===== config.mk =====
export PLATFORM = sky130hd
export DESIGN_NAME = surf4_debug_regs
export DESIGN_NICKNAME = d
export VERILOG_FILES = /design/src/rtl/surf4_debug_regs.sv
export SDC_FILE = /design/constraint.sdc
export NUM_CORES = 1
export LEC_CHECK = 0
export ABC_AREA = 1
export ABC_CLOCK_PERIOD_IN_PS = 2100
export BUFFER_PORTS_ARGS = -buffer_cell sky130_fd_sc_hd__buf_2
export CAP_MARGIN = 30
export CORE_UTILIZATION = 50
export DETAILED_ROUTE_END_ITERATION = 12
export PLACE_DENSITY = 0.74
export SYNTH_ARGS = -nofsm -noshare
export SYNTH_HDL_FRONTEND = slang
export SYNTH_SLANG_ARGS = --single-unit

===== constraint.sdc =====
create_clock -name clk_i -period 2.1 [get_ports clk_i]
set_clock_uncertainty 0.15 [all_clocks]
set_input_delay 0.42 -clock clk_i [delete_from_list [all_inputs] [get_ports clk_i]]
set_output_delay 0.42 -clock clk_i [all_outputs]
set_load 0.03 [all_outputs]

===== src/rtl/surf4_debug_regs.sv =====
// surf4_debug_regs: Wishbone slave register block on the debug bus.
// It provides the ILA0 mux select, static debug bits, one-shot debug pulses,
// an event counter and a scratch register.
//
// Handshake: a request is cyc_i & stb_i while no termination is showing.
// The cycle after a request shows exactly one of ack_o or err_o for one cycle.
// err_o is used for unmapped addresses. Read data is on dat_o only in the
// ack cycle. Write side effects land on the edge that raises ack_o.
// A held stb_i is not a request during the termination cycle, so back-to-back
// accesses run at one per two cycles.
module surf4_debug_regs #(
    parameter int          ADR_WIDTH   = 20,
    parameter logic [31:0] IDENT       = 32'h53444247,
    parameter int          EVCNT_WIDTH = 32
) (
    input  logic                 clk_i,
    input  logic                 rst_n_i,
    input  logic                 cyc_i,
    input  logic                 stb_i,
    input  logic                 we_i,
    input  logic [ADR_WIDTH-1:0] adr_i,
    input  logic [31:0]          dat_i,
    output logic [31:0]          dat_o,
    output logic                 ack_o,
    output logic                 err_o,
    output logic                 rty_o,
    input  logic                 event_i,
    output logic [1:0]           ila0_sel_o,
    output logic [7:0]           global_debug_o,
    output logic [7:0]           pulse_o
);

    localparam logic [3:0] IDX_ID      = 4'd0;
    localparam logic [3:0] IDX_CTRL    = 4'd1;
    localparam logic [3:0] IDX_PULSE   = 4'd2;
    localparam logic [3:0] IDX_EVCNT   = 4'd3;
    localparam logic [3:0] IDX_SCRATCH = 4'd4;

    logic [3:0]             reg_idx;
    logic                   mapped;
    logic                   req;
    logic                   wr_hit;
    logic [31:0]            rd_data;
    logic [31:0]            evcnt_ext;
    logic [31:0]            scratch_q;
    logic [EVCNT_WIDTH-1:0] evcnt_q;
    logic                   ev_s0, ev_s1, ev_s2;
    logic                   ev_rise;
    logic                   evcnt_clr;
    logic                   unused_adr_lsb;

    // Byte lanes are not decoded; only full-word accesses exist.
    assign unused_adr_lsb = ^adr_i[1:0];

    assign rty_o   = 1'b0;
    assign reg_idx = adr_i[5:2];
    assign mapped  = (adr_i[ADR_WIDTH-1:6] == '0) && (reg_idx < 4'd5);
    assign req     = cyc_i & stb_i & ~ack_o & ~err_o;
    assign wr_hit  = req & mapped & we_i;
    assign ev_rise = ev_s1 & ~ev_s2;
    assign evcnt_clr = wr_hit && (reg_idx == IDX_EVCNT);

    // Read mux over the mapped registers; write-only and unmapped slots read 0.
    always_comb begin
        evcnt_ext = '0;
        evcnt_ext[EVCNT_WIDTH-1:0] = evcnt_q;
        rd_data = '0;
        case (reg_idx)
            IDX_ID:      rd_data = IDENT;
            IDX_CTRL:    rd_data = {16'h0000, global_debug_o, 6'b000000, ila0_sel_o};
            IDX_EVCNT:   rd_data = evcnt_ext;
            IDX_SCRATCH: rd_data = scratch_q;
            default:     rd_data = '0;
        endcase
    end

    // Bus termination and registered read data, one cycle after the request.
    always_ff @(posedge clk_i) begin
        if (!rst_n_i) begin
            ack_o <= 1'b0;
            err_o <= 1'b0;
            dat_o <= '0;
        end else begin
            ack_o <= req & mapped;
            err_o <= req & ~mapped;
            dat_o <= (req & mapped & ~we_i) ? rd_data : 32'h0;
        end
    end

    // Control and scratch registers are updated on the acknowledging edge.
    always_ff @(posedge clk_i) begin
        if (!rst_n_i) begin
            ila0_sel_o     <= '0;
            global_debug_o <= '0;
            scratch_q      <= '0;
        end else if (wr_hit) begin
            if (reg_idx == IDX_CTRL) begin
                ila0_sel_o     <= dat_i[1:0];
                global_debug_o <= dat_i[15:8];
            end
            if (reg_idx == IDX_SCRATCH) begin
                scratch_q <= dat_i;
            end
        end
    end

    // A pulse write shows its byte on pulse_o only during the ack cycle.
    always_ff @(posedge clk_i) begin
        if (!rst_n_i) begin
            pulse_o <= '0;
        end else begin
            pulse_o <= (wr_hit && (reg_idx == IDX_PULSE)) ? dat_i[7:0] : 8'h00;
        end
    end

    // Two-flop synchronizer for event_i plus one flop for the edge detect.
    always_ff @(posedge clk_i) begin
        if (!rst_n_i) begin
            ev_s0 <= 1'b0;
            ev_s1 <= 1'b0;
            ev_s2 <= 1'b0;
        end else begin
            ev_s0 <= event_i;
            ev_s1 <= ev_s0;
            ev_s2 <= ev_s1;
        end
    end

    // Saturating event counter.
    // A clear that coincides with an edge is applied first, then the edge counts.
    always_ff @(posedge clk_i) begin
        if (!rst_n_i) begin
            evcnt_q <= '0;
        end else if (evcnt_clr) begin
            evcnt_q <= ev_rise ? EVCNT_WIDTH'(1) : '0;
        end else if (ev_rise && (evcnt_q != {EVCNT_WIDTH{1'b1}})) begin
            evcnt_q <= evcnt_q + 1'b1;
        end
    end

endmodule


==> results of run 1 <==
[metal layers]
layer  global-route usage  up-vias
met1                0.297     2357
met2                0.473      181
met4               0.0905        0
met3               0.0599       28
li1                     -     2749
met5                    0        -
[cells by family after synthesis]
family,after synthesis
other cells,1
flops,119
fa+ha+maj,1
buf+inv,144
simple gates,480
compound gates,63
[registers in the layout (all words and copies together) (netlist names)]
name,flops
ack_o,1
dat_o,32
err_o,1
ev_s0,1
ev_s1,1
ev_s2,1
evcnt_ext,32
global_debug_o,8
ila0_sel_o,2
pulse_o,8
scratch_q,32
[worst max-delay path, stage by stage, from the launching register on]
cell and delay (ps):
dfxtp_1 490, nand2_2 110, nor2_2 180, nand2_2 120, nor2_2 110, nand2_2 80, nand2_4 120, nand2_1 180
a21oi_1 180, nor2_1 50
[worst max path at each step]
stage	slack (ps)	end	depth (start not counted)	start
4_1_cts	210	evcnt_ext[15]$_SDFFE_PN0P_	8	ack_o$_SDFF_PN0_
3_3_place_gp	70	evcnt_ext[11]$_SDFFE_PN0P_	9	adr_i[5]
2_1_floorplan	360	evcnt_ext[26]$_SDFFE_PN0P_	9	ack_o$_SDFF_PN0_
3_5_place_dp	20	evcnt_ext[15]$_SDFFE_PN0P_	9	adr_i[5]
6_report	240	evcnt_ext[23]$_SDFFE_PN0P_	9	evcnt_ext[16]$_SDFFE_PN0P_
5_1_grt	50	evcnt_ext[29]$_SDFFE_PN0P_	9	evcnt_ext[5]$_SDFFE_PN0P_
[power by group through the flow]
stage	clock network [mW]	logic [mW]	registers [mW]
after floorplan	0	0.0840	2.32
after global routing	3.31	0.236	2.27
after detailed placement	0	0.178	2.31
final	3.17	0.217	2.27
after global placement	0	0.176	2.31
after CTS	3.19	0.216	2.27
[timing repair]
item                                    in CTS  in global routing
hold buffers                                25                  0
endpoints found under the hold margin       27                  0
resized for setup                            0                  1
endpoints found under the setup margin       0                  1
[layout by cell type (no fill, tap or decap), drive strengths merged]
master | Yosys | final
nand4 | 18 | 18
conb | 1 | 1
a21oi | 45 | 45
nor2 | 181 | 181
inv | 112 | 114
clkinv | 2 | 6
o21ai | 6 | 6
a31oi | 11 | 11
dlygate4sd3 | 0 | 25
clkbuf | 21 | 18
dfxtp | 119 | 119
nand2 | 245 | 245
ha | 1 | 1
clkinvlp | 0 | 3
a31o | 1 | 1
nand3 | 26 | 26
nor4 | 1 | 1
buf | 9 | 134
nor3 | 9 | 9
bufinv | 0 | 5
[layout make-up]
type                            count  area, um2
Timing Repair Buffer              159       1030
Sequential cell                   119       2380
Inverter                          114        430
Fill cell                         917       3280
Tap cell                          136        170
Clock buffer                       18        428
Multi-Input combinational cell    545       2340
Clock inverter                     14        221
[through the flow]
step | power, mW | setup slack [ps] | util | cell area, um2 | hold WS, ps
after global placement | 2.49 | 68.7 | 0.593 | 6100 | 245
after CTS | 5.67 | 205 | 0.681 | 7000 | 1.98
after global routing | 5.81 | 49.5 | 0.681 | 7000 | 3.49
after detailed placement | 2.49 | 18.2 | 0.593 | 6100 | 247
final | 5.65 | 238 | 0.681 | 7000 | 6.16
after floorplan | 2.40 | 361 | - | 5290 | 240
==> results.md, run 1 <==
* Status: completed
* Core area at 10300 um2
* Worst vdd ir at 0.000551 V
* Internal at 4.45 mW
* H-Tree Depth at 4
* Post-Route Setup TNS at 0 ps
* R2r worst-path depth at 9
* Setup crit start kind: register
* Final Hold Viols at 0
* Setup Crit Path Kind: reg2reg
* TritonCTS Sinks at 119
* Compound-Gate Fraction of Synth Area at 0.0629
* Main combinational cell family by area after synthesis: simple AND/OR/NAND/NOR gates
* Number of flops mapped to enable cells by yosys at 0
* Clock buffer depth at 2
* Top-area cell type share of the netlist area at 0.451
* Synth top cells by count: 238 x nand2_1, 171 x nor2_1, 119 x dfxtp_1, 109 x inv_1, 45 x a21oi_1
* Top Layer Used: met4
* First-pass GRT wire length at 22600 um
* Post-DP HPWL at 9260 um
* Starting density of the core at 0.514
* RR Startpoint: evcnt_ext[16]$_SDFFE_PN0P_
* WL/cell at 12.7 um
* Vias in the first global route at 4948
* Vias post-DR at 5315
* CTS tree: done
* WHS Endpoint: scratch_q[9]$_SDFFE_PN0P_
* F_max at 0.537 GHz
* Simple-gate share of the synthesized area at 0.376
* Final Net Count at 1015
* Synthesis Warnings at 0
* DRT Wirelength at 14100 um
* CTS clk-pin slew, worst paths at 60 ps
* Clk Latency, worst-skew pair at 510 ps
* Slew Limit Fails at 0
* Die height at 105 um
* Async S/R FF share, synth at 0
* Cell taking the most area after synthesis: dfxtp_1
* Inst Count DP at 1048
* Syn nets at 867
* Die Wd at 105 um
* Cells after synthesis at 808
* Hold Path Depth at 3
* Predominant post-synthesis flop cell: dfxtp_1
* Distinct cells, synth at 27
* Setup violators final at 0
* LEAKAGE at 3.36 nW
* R2r endpoint: evcnt_ext[23]$_SDFFE_PN0P_
* Sequential Power Share at 0.401
* Share of layout cells above drive strength 1 at 0.202
* Mean post-synth cell area at 6.54 um2
* Total gr overflow at 0
* Clock power frac at 0.561
* Net Sw Frac at 0.212
* Largest net degree at the start of global routing at 65
* WL met1 at 6020 um
* Crit-path max FO at 7
* P per Cell Area at 807 nW/um2
* CTS Buf Count at 17
* Crit path required time at 2360 ps
* Synth Area in XOR/XNOR at 0
* Initial antenna violation count at 0
* Num rows at 37
* Post-Synth Adder-Cell Area at 0.00237
* Synth Cell Area at 5290 um2
* Flop-to-flop setup slack at 240 ps
* Max Cap Violations at 0
* Io pins at 111
* Vias per cell at 4.81
* Final min period at 1860 ps
* Antenna Violating Nets Remaining at 0
* Drt pass-1 iters at 4
* Unrepaired setup endpoints after global routing: false
* GRT Total Usage at 0.260
* Hold Crit Class: in2reg
* Combinational share of power at 0.038
* Port Buffers at 107
* Hold_sp: dat_i[9]
* RD Place Congestion at 0.875
* DR DRC count at 0
* Critical path endpoint category: register
* DR iter-0 viols at 324
* Die area at 11000 um2
* # diodes at 0
* Area grow syn2layout at 32.4%
* Post-synthesis sequential area ratio at 0.451
* Yosys reg bits at 119
* Count leader, synth: nand2_1
* Met3 wire len at 709 um
* Mux cell area share after synthesis at 0
* CTS root buf: clkbuf_8
* Synth area leaders: dfxtp_1 45%, nand2_1 17%, nor2_1 12%, inv_1 7.7%, a21oi_1 4.3%
* Crit path DAT at 2120 ps
* P_sw at 1.20 mW
* Postcts setup bufs at 0
* Fin crit share at 0.887
* Non-Filler Instances at 1105
* DR WL met2 at 7030 um
(Power assumes the default switching activity.)
==> run 2: changes to the inputs <==
--- a/config.mk
+++ b/config.mk
@@ -5,13 +5,12 @@
 export SDC_FILE = /design/constraint.sdc
 export NUM_CORES = 1
 export LEC_CHECK = 0
-export ABC_AREA = 1
 export ABC_CLOCK_PERIOD_IN_PS = 2100
 export BUFFER_PORTS_ARGS = -buffer_cell sky130_fd_sc_hd__buf_2
 export CAP_MARGIN = 30
 export CORE_UTILIZATION = 50
 export DETAILED_ROUTE_END_ITERATION = 12
-export PLACE_DENSITY = 0.74
+export PLACE_DENSITY = 0.75
 export SYNTH_ARGS = -nofsm -noshare
 export SYNTH_HDL_FRONTEND = slang
 export SYNTH_SLANG_ARGS = --single-unit
==> run 2 against run 1 <==
The flow now finishes with violations (negative setup slack). Worst hold slack improved by 5.2 ps. Critical path type unchanged. Via count fell by 4.6%. Routed wire length rose by 1.7%.
==> results.md, run 2 <==
* Fin crit share at 1.02
* Number of flops mapped to enable cells by yosys at 0
* Compound-Gate Fraction of Synth Area at 0.186
* Cell taking the most area after synthesis: dfxtp_1
* Die height at 99.6 um
* Port Buffers at 107
* Die area at 9920 um2
* LEAKAGE at 2.71 nW
* Post-DP Area at 5830 um2
* Cells after synthesis at 547
* Net Sw Frac at 0.233
* DR DRC count at 0
* Pre-CTS setup slack at -96.2 ps
* CTS tree: done
* Final Hold Viols at 0
* Final min period at 2140 ps
* Crit-path max FO at 7
* Initial antenna violation count at 0
* Setup Crit Path Kind: reg2reg
* Critical path endpoint category: register
* Unrepaired setup endpoints after global routing: true
* CTS clk-pin slew, worst paths at 60 ps
* Filler instances at 618
* Mean post-synth cell area at 8.71 um2
* Area grow syn2layout at 44.8%
* Status: complete, but fails checks
* First-pass GRT wire length at 22500 um
* WL/cell at 16.3 um
* Main combinational cell family by area after synthesis: simple AND/OR/NAND/NOR gates
* Setup violators final at 2
* Share of layout cells above drive strength 1 at 0.324
* H-Tree Depth at 4
* F_max at 0.467 GHz
* Post-DP HPWL at 8820 um
* Core area at 9240 um2
* Largest net degree at the start of global routing at 53
* GRT Total Usage at 0.286
* Post-Synth Adder-Cell Area at 0.00263
* Starting density of the core at 0.516
* Slew Limit Fails at 0
* Rel. slew slack at 0.637
* Drt pass-1 iters at 7
* DR iter-0 viols at 475
* DRT Wirelength at 14300 um
* Syn nets at 606
* Distinct cells, synth at 46
* Crit path DAT at 2430 ps
* Count leader, synth: dfxtp_1
* Setup WS post-layout at -41.4 ps
* Internal at 4.09 mW
* Vias post-DR at 5073
* Failing checks: negative setup slack
* Clk Latency, worst-skew pair at 510 ps
* Commonest non-fill, non-tap cell in the layout: dfxtp_1
* Synth top cells by count: 119 x dfxtp_1, 63 x nand2_1, 54 x nand3_1, 51 x o21ai_0
* P per Cell Area at 774 nW/um2
* Synth Cell Area at 4760 um2
* Post-synthesis sequential area ratio at 0.500
* Async S/R FF share, synth at 0
* Final instance area at 6900 um2
* Num rows at 35
* Vias per cell at 5.78
* Synth area leaders: dfxtp_1 50%, nand3_1 5.7%, o21ai_0 5.4%, nand2_1 5.0%, a22oi_1 4.1%
* Die Wd at 99.6 um
* RD Place Congestion at 0.818
* TritonCTS Sinks at 119
* Tot Pwr at 5.34 mW
* Total gr overflow at 0
* Setup crit start kind: register
* Yosys reg bits at 119
* Mux cell area share after synthesis at 0.00210
* Top-area cell type share of the netlist area at 0.500
* Non-Filler Instances at 877
* CTS root buf: clkbuf_8
* Antenna Violating Nets Remaining at 0
* Max Cap Violations at 0
* Predominant post-synthesis flop cell: dfxtp_1
* P_sw at 1.25 mW
* Inst Count DP at 804
* Combinational share of power at 0.043
* Final Net Count at 794
* Io pins at 111
* CTS Buf Count at 17
* Crit path required time at 2390 ps
* Worst-Margin Slew at 543 ps
* Most frequent cells in the layout: 113 x dfxtp_1, 107 x buf_2, 65 x buf_4, 63 x nand2_1, 52 x nand3_1
* Synthesis Warnings at 0
* Hold Crit Class: in2reg
* Vias in the first global route at 4737
* Synth Area in XOR/XNOR at 0.0129
* # diodes at 0
* Sequential Power Share at 0.424
* Clock buffer depth at 2
* Worst vdd ir at 0.000541 V
* Simple-gate share of the synthesized area at 0.259
* Clock power frac at 0.533
-- run 2: cell count changes after synthesis, sizes merged, moves of 8 or more --
| cell | before | now |
|---|---|---|
| or4 | 0 | 12 |
| nand2 | 245 | 63 |
| o31ai | 0 | 8 |
| nand3 | 26 | 54 |
| a22oi | 0 | 26 |
| inv | 112 | 4 |
| a21oi | 45 | 26 |
| clkbuf | 21 | 33 |
| or3 | 0 | 12 |
| nor2 | 181 | 33 |
| o21ai | 6 | 54 |
| and2 | 0 | 13 |
-- run 2: worst max-delay path: stages, from the launching register on --
cell,delay [ps]
dfxtp_2,350
nand4_4,120
or4_4,530
a2111o_1,400
or3_1,390
a21oi_1,130
-- run 2: layer usage --
layer  track usage  vias to the layer above  share of wire
met3        0.0710                       26          0.065
met1         0.324                     2441           0.40
met4         0.111                        0          0.016
met5             0                        -              0
li1              -                     2375              -
met2         0.517                      231           0.51
-- run 2: area by class of cell --
type	instances	area, um2	share of cell area
clock buffers	17	414	0.0601
clock inverters	15	169	0.0245
inverters	4	15.0	0.00218
multi-input cells	385	2330	0.339
flip-flops and latches	119	2390	0.347
well taps	129	161	0.0234
repair buffers	208	1410	0.204
-- run 2: power groups by stage --
stage               combinational, mW  sequential, mW  clock (mW)
global route                    0.244            2.26        2.97
CTS                             0.222            2.26        2.87
finish                          0.228            2.26        2.84
floorplan                      0.0713            2.32           0
detailed placement              0.174            2.31           0
global placement                0.169            2.31           0
-- run 2: kinds of logic (layout without fill, tap and decap cells) --
logic type / Yosys count / in the layout
AND/OR/NAND/NOR: 235 / 235
AO/OA/AOI/OAI: 140 / 140
flip-flops: 119 / 119
buffers and inverters: 43 / 244
XOR/XNOR: 7 / 7
adder cells (fa/ha/maj): 1 / 1
other: 1 / 1
multiplexers: 1 / 1
-- run 2: through the flow --
step	hold WS [ps]	utilization	setup TNS [ps]
after floorplan	262	-	0
after global placement	275	0.631	-881
after detailed placement	279	0.631	-2930
after CTS	2.99	0.734	-10.4
after global routing	28.7	0.746	-540
final	11.4	0.746	-45.0
-- run 2: final timing paths --
kind | depth (start not counted) | end | from | slack [ps]
max | 5 | evcnt_ext[29]$_SDFFE_PN0P_ | evcnt_ext[5]$_SDFFE_PN0P_ | -40
min reg2reg | 1 | ev_s1$_SDFF_PN0_ | ev_s0$_SDFF_PN0_ | 280
max reg2reg | 5 | evcnt_ext[29]$_SDFFE_PN0P_ | evcnt_ext[5]$_SDFFE_PN0P_ | -40
min | 3 | scratch_q[24]$_SDFFE_PN0P_ | dat_i[24] | 10
-- run 2: repair_timing --
action                                  CTS  global route
cloned                                    0             0
pin swaps                                 0             6
endpoints found under the hold margin    45             0
gates resized for setup                   6            19
endpoints found under the setup margin   15            19
setup buffers                             4             5
hold buffers                             32             0
==> run 3: changes to the inputs <==
--- a/config.mk
+++ b/config.mk
@@ -10,7 +10,8 @@
 export CAP_MARGIN = 30
 export CORE_UTILIZATION = 50
 export DETAILED_ROUTE_END_ITERATION = 12
-export PLACE_DENSITY = 0.75
+export HOLD_SLACK_MARGIN = 0.08
+export PLACE_DENSITY = 0.85
 export SYNTH_ARGS = -nofsm -noshare
 export SYNTH_HDL_FRONTEND = slang
 export SYNTH_SLANG_ARGS = --single-unit
==> run 3 against run 2 <==
The flow still finishes with violations (negative setup slack). Global-route usage is 5.3 points higher. Setup slack worse by 140 ps. Routed wire length is 24% higher. Die area did not move. Total power up 1.4%. First-iteration DRC count is 6.3% higher. Non-clock buffer count up 12. Largest cell class is now multi-input combinational cells.
==> results.md, run 3 (synthesis results as in run 2) <==
* Post-Route Setup TNS at -1270 ps
* Crit path cell chain: nand4_4, or4_4, a2111o_1, or3_4, a21oi_4
* Share of layout cells above drive strength 1 at 0.341
* Vias in the first global route at 5200
* Final Net Count at 807
* WL/cell at 20.0 um
* WHS at 207 ps
* CTS tree: done
* Internal at 4.24 mW
* RD Place Congestion at 0.866
* Commonest non-fill, non-tap cell in the layout: dfxtp_1
* Sequential Power Share at 0.418
* Clk Latency, worst-skew pair at 540 ps
* DR DRC count at 0
* Setup Crit Path Kind: reg2reg
* Crit path required time at 2410 ps
* F_max at 0.438 GHz
* Tot Pwr at 5.41 mW
* Combinational share of power at 0.047
* Filler instances at 561
* Buf/Inv on CP at 0
* Most frequent cells in the layout: 111 x dfxtp_1, 107 x buf_2, 68 x buf_4, 60 x nand2_1, 53 x nand3_1
* Slew Limit Fails at 0
* Crit-path max FO at 8
* Core area at 9240 um2
* Initial antenna violation count at 0
* CP peak stage delay at 540 ps
* Unrepaired setup endpoints after global routing: true
* P_sw at 1.17 mW
* CTS Buf Count at 17
* CTS root buf: clkbuf_8
* Net Sw Frac at 0.217
* Antenna Violating Nets Remaining at 0
* Die area at 9920 um2
* Multi-input gate area at 2410 um2
* Vias post-DR at 5436
* Slowest cell on the critical path: or4_4
* Drt pass-1 iters at 6
* Final min period at 2280 ps
* Worst vdd ir at 0.000662 V
* # diodes at 0
* Clock buffer depth at 2
* Setup violators final at 18
* Num rows at 35
* P per Cell Area at 759 nW/um2
* LEAKAGE at 2.79 nW
* Setup WS post-layout at -183 ps
* Starting density of the core at 0.516
* Max Cap Violations at 0
* TritonCTS Sinks at 119
* Hold Crit Class: in2reg
* Vias per cell at 6.11
* Rel. slew slack at 0.614
* Largest net degree at the start of global routing at 65
* Pre-CTS setup slack at -97.1 ps
* Status: complete, but fails checks
* Critical path endpoint category: register
* Port Buffers at 107
* GRT Total Usage at 0.339
* Area grow syn2layout at 49.6%
* DRT Wirelength at 17800 um
* Clock power frac at 0.535
* Die height at 99.6 um
* H-Tree Depth at 4
* DR iter-0 viols at 505
* Crit path DAT at 2600 ps
* CP delay by family, top: simple AND/OR/NAND/NOR gates
* Io pins at 111
* Failing checks: negative setup slack
* Final Util at 0.771
* Total gr overflow at 0
* Die Wd at 99.6 um
* Post-DP HPWL at 9200 um
* Fin crit share at 1.09
* Worst-Margin Slew at 579 ps
* Flop-to-flop setup slack at -180 ps
* Setup crit start kind: register
* First-pass GRT wire length at 25700 um
* Final Hold Viols at 0
* CTS clk-pin slew, worst paths at 60 ps
* Register area at 2400 um2
[run 3: cell types whose count changed in the layout (fill, tap and decap cells not counted), moves of 3 or more]
cell       before  now
inv_6           6    0
buf_6           2    6
a2111oi_2       3    0
a2111oi_4       0    3
buf_4          65   68
clkbuf_1        0    3
clkinv_2        1    4
dfxtp_4         2    5
nand2_1        63   60
nand2_2         0    3
o21ai_1         3    6
[run 3: what timing repair did]
action,in CTS,in global routing
hold endpoints to repair,52,0
setup buffers,1,10
endpoints found under the setup margin,14,27
hold buffers,34,0
resized for setup,15,33
pin swaps,4,15
gates cloned,0,3
[run 3: tightest hold or removal path: cells and delay by family]
kind / cells / cell delay [ps]
buffers and inverters: 2 / 230
AND/OR/NAND/NOR: 2 / 120
AO/OA/AOI/OAI: 1 / 70
[run 3: through the flow]
step	cells	cell area, um2
3_3_place_gp	811	5900
6_report	889	7130
5_1_grt	889	7130
3_5_place_dp	811	5900
2_1_floorplan	547	4780
4_1_cts	877	6890
[run 3: final cells by class]
class,count,share of cell area
Multi-Input combinational cell,386,0.339
Sequential cell,119,0.337
Tap cell,129,0.0226
Clock inverter,9,0.0176
Clock buffer,22,0.0635
Inverter,4,0.00211
Timing Repair Buffer,220,0.218
[run 3: routing by layer]
metal | vias up | GRT usage | routed length (um)
li1 | 2403 | - | -
met1 | 2545 | 0.357 | 6300
met2 | 389 | 0.585 | 8810
met3 | 99 | 0.0991 | 1680
met4 | 0 | 0.233 | 960
met5 | - | 0 | 0
[run 3: power groups by stage]
stage	clock network, mW	registers [mW]	logic, mW
floorplan	0	2.32	0.0713
global placement	0	2.31	0.173
detailed placement	0	2.31	0.179
CTS	2.86	2.27	0.232
global route	3.00	2.26	0.266
finish	2.90	2.26	0.253
[run 3: final timing paths]
path                                                 from                          to  depth (start not counted)
worst max-delay path            evcnt_ext[5]$_SDFFE_PN0P_  evcnt_ext[27]$_SDFFE_PN0P_                          5
worst min-delay path                            adr_i[19]            ack_o$_SDFF_PN0_                          5
worst max register to register  evcnt_ext[5]$_SDFFE_PN0P_  evcnt_ext[27]$_SDFFE_PN0P_                          5
worst min register to register           ev_s0$_SDFF_PN0_            ev_s1$_SDFF_PN0_                          1
